===== config.mk =====
export PLATFORM = sky130hd
export DESIGN_NAME = halt_dump_ctrl_flat
export DESIGN_NICKNAME = d
export VERILOG_FILES = /design/src/rtl/halt_dump_ctrl_if.sv /design/src/rtl/halt_dump_ctrl.sv /design/src/flat_wrapper.sv
export SDC_FILE = /design/constraint.sdc
export NUM_CORES = 1
export LEC_CHECK = 0
export CAP_MARGIN = 30
export CORE_MARGIN = 2
export CORE_UTILIZATION = 46
export CTS_CLUSTER_SIZE = 16
export DETAILED_ROUTE_END_ITERATION = 8
export PLACE_DENSITY = 0.88
export RECOVER_POWER = 50
export SKIP_CTS_REPAIR_TIMING = 1
export SYNTH_ARGS = -nofsm -noshare
export SYNTH_HDL_FRONTEND = slang
export SYNTH_SLANG_ARGS = --single-unit

===== constraint.sdc =====
create_clock -name CLOCK -period 2.58 [get_ports CLOCK]
set_clock_uncertainty 0.15 [all_clocks]
set_input_delay 0.387 -clock CLOCK [delete_from_list [all_inputs] [get_ports CLOCK]]
set_output_delay 0.387 -clock CLOCK [all_outputs]
set_load 0.02 [all_outputs]

===== src/rtl/halt_dump_ctrl_if.sv =====
// Halt/dump controller bus: CPU fetch and run, RAM read port, dump stream.
// master = controller side, slave = CPU/RAM/consumer side.
interface halt_dump_ctrl_if #(
  parameter int DATA_W = 32,
  parameter int ADDR_W = 9
);
  logic [31:0]       instr_f;
  logic              cpu_run;
  logic              mem_rd_en;
  logic [ADDR_W-1:0] mem_rd_addr;
  logic [DATA_W-1:0] mem_rd_data;
  logic              dump_valid;
  logic              dump_ready;
  logic [DATA_W-1:0] dump_data;
  logic [ADDR_W-1:0] dump_addr;
  logic              dump_last;
  logic              done;
  logic              timeout;
  logic [31:0]       cycle_count;

  modport master (
    input  instr_f, mem_rd_data, dump_ready,
    output cpu_run, mem_rd_en, mem_rd_addr,
    output dump_valid, dump_data, dump_addr,
    output dump_last, done, timeout, cycle_count
  );

  modport slave (
    output instr_f, mem_rd_data, dump_ready,
    input  cpu_run, mem_rd_en, mem_rd_addr,
    input  dump_valid, dump_data, dump_addr,
    input  dump_last, done, timeout, cycle_count
  );
endinterface


===== src/rtl/halt_dump_ctrl.sv =====
// Runs the CPU until the halt sentinel, drains, then streams the data RAM out.
// Ports: CLOCK, RESET (sync, active low), bus (halt_dump_ctrl_if.master).
module halt_dump_ctrl #(
  parameter int          DATA_W       = 32,
  parameter int          ADDR_W       = 9,
  parameter int          DUMP_WORDS   = 512,
  parameter int          DRAIN_CYCLES = 10,
  parameter int          MAX_CYCLES   = 600,
  parameter logic [31:0] HALT_WORD    = 32'hFFFF_FFFF
) (
  input logic               CLOCK,
  input logic               RESET,
  halt_dump_ctrl_if.master  bus
);
  typedef enum logic [2:0] {
    RUN, DRAIN, DUMP_RD, DUMP_CAP, DUMP_OUT, DONE
  } state_t;

  localparam logic [ADDR_W-1:0] LAST =
    ADDR_W'(DUMP_WORDS - 1);
  localparam logic [7:0]  DRAIN_INIT = 8'(DRAIN_CYCLES);
  localparam logic [31:0] CYC_LIM = 32'(MAX_CYCLES - 1);
  localparam bit          HAS_LIM = (MAX_CYCLES != 0);
  localparam bit          NO_DRAIN = (DRAIN_CYCLES == 0);

  state_t            state, state_n;
  logic [31:0]       cyc;
  logic [7:0]        dcnt;
  logic [ADDR_W-1:0] addr;
  logic [ADDR_W-1:0] daddr;
  logic [DATA_W-1:0] ddata;
  logic              to_q;
  logic              halt, lim, accept;
  logic              run_o, rd_o, vld_o;

  assign halt   = (bus.instr_f == HALT_WORD);
  assign lim    = HAS_LIM && (cyc == CYC_LIM);
  assign accept = (state == DUMP_OUT) && bus.dump_ready;

  always_ff @(posedge CLOCK) begin
    if (!RESET) state <= RUN;
    else        state <= state_n;
  end

  always_comb begin
    state_n = state;
    unique case (state)
      RUN: begin
        if (halt)
          state_n = NO_DRAIN ? DUMP_RD : DRAIN;
        else if (lim)
          state_n = DONE;
      end
      DRAIN:    if (dcnt <= 8'd1) state_n = DUMP_RD;
      DUMP_RD:  state_n = DUMP_CAP;
      DUMP_CAP: state_n = DUMP_OUT;
      DUMP_OUT: begin
        if (accept)
          state_n = (daddr == LAST) ? DONE : DUMP_RD;
      end
      DONE:     state_n = DONE;
      default:  state_n = RUN;
    endcase
  end

  always_ff @(posedge CLOCK) begin
    if (!RESET) begin
      cyc   <= '0;
      dcnt  <= '0;
      addr  <= '0;
      daddr <= '0;
      ddata <= '0;
      to_q  <= 1'b0;
    end else begin
      case (state)
        RUN: begin
          if (cyc != '1) cyc <= cyc + 32'd1;
          if (halt) begin
            dcnt <= DRAIN_INIT;
            addr <= '0;
          end else if (lim) begin
            to_q <= 1'b1;
          end
        end
        DRAIN:    dcnt <= dcnt - 8'd1;
        DUMP_CAP: begin
          ddata <= bus.mem_rd_data;
          daddr <= addr;
        end
        DUMP_OUT: begin
          if (accept && daddr != LAST)
            addr <= addr + 1'b1;
        end
        default: ;
      endcase
    end
  end

  always_comb begin
    run_o = 1'b0;
    rd_o  = 1'b0;
    vld_o = 1'b0;
    unique case (state)
      RUN, DRAIN: run_o = 1'b1;
      DUMP_RD:    rd_o  = 1'b1;
      DUMP_OUT:   vld_o = 1'b1;
      default: ;
    endcase
  end

  // Outputs are forced to reset values while RESET is low,
  // not only after the reset edge.
  assign bus.cpu_run     = run_o | ~RESET;
  assign bus.mem_rd_en   = rd_o & RESET;
  assign bus.mem_rd_addr = RESET ? addr : '0;
  assign bus.dump_valid  = vld_o & RESET;
  assign bus.dump_last   = vld_o & RESET & (daddr == LAST);
  assign bus.dump_data   = RESET ? ddata : '0;
  assign bus.dump_addr   = RESET ? daddr : '0;
  assign bus.done        = RESET & (state == DONE);
  assign bus.timeout     = RESET & to_q;
  assign bus.cycle_count = cyc;
endmodule


===== src/flat_wrapper.sv =====
// flat-port wrapper written by rule: the top's interface ports become plain ports
module halt_dump_ctrl_flat 
#(
  parameter int          DATA_W       = 32,
  parameter int          ADDR_W       = 9,
  parameter int          DUMP_WORDS   = 512,
  parameter int          DRAIN_CYCLES = 10,
  parameter int          MAX_CYCLES   = 600,
  parameter logic [31:0] HALT_WORD    = 32'hFFFF_FFFF
)
  (CLOCK, RESET, bus_instr_f, bus_mem_rd_data, bus_dump_ready, bus_cpu_run, bus_mem_rd_en, bus_mem_rd_addr, bus_dump_valid, bus_dump_data, bus_dump_addr, bus_dump_last, bus_done, bus_timeout, bus_cycle_count);
  halt_dump_ctrl_if #(.DATA_W(DATA_W), .ADDR_W(ADDR_W)) bus_i ();
  input logic CLOCK;
  input logic RESET;
  input wire logic [$bits(bus_i.instr_f)-1:0] bus_instr_f;
  input wire logic [$bits(bus_i.mem_rd_data)-1:0] bus_mem_rd_data;
  input wire logic [$bits(bus_i.dump_ready)-1:0] bus_dump_ready;
  output wire logic [$bits(bus_i.cpu_run)-1:0] bus_cpu_run;
  output wire logic [$bits(bus_i.mem_rd_en)-1:0] bus_mem_rd_en;
  output wire logic [$bits(bus_i.mem_rd_addr)-1:0] bus_mem_rd_addr;
  output wire logic [$bits(bus_i.dump_valid)-1:0] bus_dump_valid;
  output wire logic [$bits(bus_i.dump_data)-1:0] bus_dump_data;
  output wire logic [$bits(bus_i.dump_addr)-1:0] bus_dump_addr;
  output wire logic [$bits(bus_i.dump_last)-1:0] bus_dump_last;
  output wire logic [$bits(bus_i.done)-1:0] bus_done;
  output wire logic [$bits(bus_i.timeout)-1:0] bus_timeout;
  output wire logic [$bits(bus_i.cycle_count)-1:0] bus_cycle_count;
  assign bus_i.instr_f = bus_instr_f;
  assign bus_i.mem_rd_data = bus_mem_rd_data;
  assign bus_i.dump_ready = bus_dump_ready;
  assign bus_cpu_run = bus_i.cpu_run;
  assign bus_mem_rd_en = bus_i.mem_rd_en;
  assign bus_mem_rd_addr = bus_i.mem_rd_addr;
  assign bus_dump_valid = bus_i.dump_valid;
  assign bus_dump_data = bus_i.dump_data;
  assign bus_dump_addr = bus_i.dump_addr;
  assign bus_dump_last = bus_i.dump_last;
  assign bus_done = bus_i.done;
  assign bus_timeout = bus_i.timeout;
  assign bus_cycle_count = bus_i.cycle_count;
  halt_dump_ctrl #(.DATA_W(DATA_W), .ADDR_W(ADDR_W), .DUMP_WORDS(DUMP_WORDS), .DRAIN_CYCLES(DRAIN_CYCLES), .MAX_CYCLES(MAX_CYCLES), .HALT_WORD(HALT_WORD)) u_core (.CLOCK(CLOCK), .RESET(RESET), .bus(bus_i));
endmodule

==> out/metrics.csv <==
metric,value,unit
status,"complete, no violations",
fin_crit,2440,ps
wl_per_cell,14.8,um
synth_area_per_cell,7.74,um2
num_antenna_cells,0,
path_cells,"buf_4, nor3b_2, nand2_1, inv_1, clkdlybuf4s50_1",
seqPwrFrac,46.9,%
slowest_stage,clkdlybuf4s50_1,
synth.yosys.seq_area_share,40.0,%
async_flop_share,0,%
final_cell_area,6630,um2
htreeDepth,3,
rsz0062_at_grt,no,
design.portCount,155,
clkPwrFrac,25.8,%
irDropWorstVdd,358,uV
drive_above_1_share,6.96,%
p_per_area,541,nW/um2
vias,5025,
hold_slack,304,ps
clockBufferDepth,2,
crit_family,buffers and inverters,
syn_nets,679,
clock_latency,360,ps
path_max_fanout,13,
core_area,9860,um2
antenna_found_initial,0,
dp_slack,138,ps
port_buffers,154,
grt-ovfl-total,0,
finalCritPeriodShare,94.7,%
cts_inserted_buffers,9,
dieArea,11000,um2
initial_utilization,47.7,%
initialDrtViolationCount,255,
placed_area,6430,um2
vias_per_cell,5.62,
switchingPower,0.00119,W
fp-row-count,36,
timing.setup.tns,0,ps
drv_cap,0,
clk_pin_slew_worst_paths,80,ps
p_int,0.00240,W
grt_first_pass_wirelength,21800,um
grt_max_degree,62,
max_slew.worst_pin.slew,1320,ps
nets,827,
slew_viol_final,0,
die_w,105,um
critPathKind,reg2out,
die_h,105,um
slew_headroom,11.8,%
area_growth,41.0,%
final_core_util,67.2,%
cts_tree,done,
synth-seq-cells,94,
hold_path.class,reg2reg,
cp-end-kind,primary output,
dr.pass1.iters,5,
switching_share,33.1,%
setup_viol,0,
post-dp-hpwl,9760,um
hold_viol,0,
synth-warning-count,0,
ys_types,48,
grt_use_total,23.5,%
root_buffer,clkbuf_8,
drc_errors,0,
required,2040,ps
drtAntennaViolNets,0,
wl,13300,um
clock_sinks,94,
max_freq,0.409,GHz
syn_inst,608,
grt_pass1_vias,4790,
comb_power_share,27.3,%
ys.flop_type,dfxtp_1,
routabilityCongestion,0.874,
synth-edff-count,0,
p_leak,2.41,nW
worst-endpoint-arrival,1910,ps
worst-path-buf-inv,3,
max_stage_delay,610,ps
finalWorstSetupSlack,138,ps
startpoint_type,flip-flop,
synth_area,4700,um2
-- metrics by stage --
stage	total power [W]	std cells
final	0.00359	894
after global routing	0.00378	894
after CTS	0.00362	893
after detailed placement	0.00269	877
after global placement	0.00264	877
after floorplan	0.00228	608
-- cell usage after synthesis (2+ instances only) --
master	n	share of area, %
and4_1	7	1.3
o211ai_1	2	0.32
dfxtp_1	94	40
nand3_1	21	2.2
a31oi_1	6	0.80
xnor2_1	7	1.3
ha_1	4	1.1
o21ai_0	48	5.1
nand2b_1	3	0.40
nor4_1	11	1.5
and3_1	8	1.1
nand4_1	24	3.2
nor3_1	9	0.96
o41ai_1	3	0.56
nor2_1	53	4.2
a311oi_2	3	0.96
a211oi_1	3	0.48
inv_1	9	0.72
or2_2	3	0.40
nand2_1	77	6.1
buf_2	3	0.32
a21oi_1	60	6.4
a2111oi_4	2	1.2
or4_1	6	0.96
o21a_1	3	0.48
nor4bb_1	2	0.43
o211a_1	2	0.43
or3_1	22	2.9
nor4b_1	2	0.37
o31ai_1	10	1.6
and2_1	50	6.7
clkbuf_1	35	2.8
-- flip-flops by register name, indices dropped and copies added (netlist names) --
register and flops:
u_core.ddata 32, u_core.addr 9, u_core.to_q 1, u_core.bus.cycle_count 32, u_core.state 3, u_core.dcnt 8
u_core.daddr 9
-- cells by family (layout without fill, tap and decap cells) --
logic type	count (synthesis)	count (layout)	share of synthesized area, %
xor+xnor	7	7	1.30
simple gates	302	302	33.4
compound gates	150	150	19.8
buf+inv	50	203	4.15
fa+ha+maj	4	4	1.06
mux	1	1	0.213
flops	94	94	40.0
-- metal layers --
metal | wire length (um) | vias up | GRT usage, %
li1 | - | 2477 | -
met1 | 5710 | 2353 | 30.4
met2 | 6650 | 183 | 40.9
met3 | 775 | 12 | 3.18
met4 | 138 | 0 | 6.19
met5 | 0 | - | 0
-- power by group through the flow --
stage          clock network (W)  logic (W)  registers, W
2_1_floorplan                  0   0.000574       0.00170
3_3_place_gp                   0   0.000938       0.00170
3_5_place_dp                   0   0.000980       0.00171
4_1_cts                 0.000949   0.000987       0.00168
5_1_grt                  0.00101    0.00107       0.00170
6_report                0.000927   0.000981       0.00168
-- worst paths after layout --
check / from / endpoint / slack, ps / cells past startpoint
worst min-delay path: u_core.ddata[11] / u_core.ddata[11] / 300 / 2
worst min register to register: u_core.ddata[11] / u_core.ddata[11] / 300 / 2
worst max-delay path: u_core.state[2] / bus_dump_valid / 140 / 5
worst max register to register: u_core.bus.cycle_count[0] / u_core.bus.cycle_count[26] / 220 / 7
-- placed cells by master, fill, tap and decap left out, types with 8 or more instances in the layout --
master / netlist / layout
o21ai_0: 48 / 48
a21oi_1: 60 / 60
nor4_1: 11 / 11
nor3_1: 9 / 9
o31ai_1: 10 / 10
dfxtp_1: 94 / 94
dlygate4sd3_1: 0 / 35
buf_4: 1 / 20
clkdlybuf4s50_1: 0 / 117
and3_1: 8 / 8
nand4_1: 24 / 24
inv_1: 9 / 9
and2_1: 50 / 50
nand3_1: 21 / 21
nand2_1: 77 / 77
or3_1: 22 / 22
nor2_1: 53 / 52
clkbuf_8: 0 / 10
-- final cells by class --
cell class                      instances  area, um2
Multi-Input combinational cell        464       2640
Sequential cell                        94       1880
Fill cell                             806       3230
Tap cell                              133        166
Inverter                               10       37.5
Clock inverter                          6       52.6
Timing Repair Buffer                  177       1720
Clock buffer                           10        138
-- worst register-to-register path, delay by kind of cell, from the launching register on --
family                   cells  cell delay, ps
AO/OA/AOI/OAI                1             150
adder cells (fa/ha/maj)      1             260
buffers and inverters        1             190
flip-flops                   1             420
AND/OR/NAND/NOR              4            1130
Power figures use the tool's default switching activity.
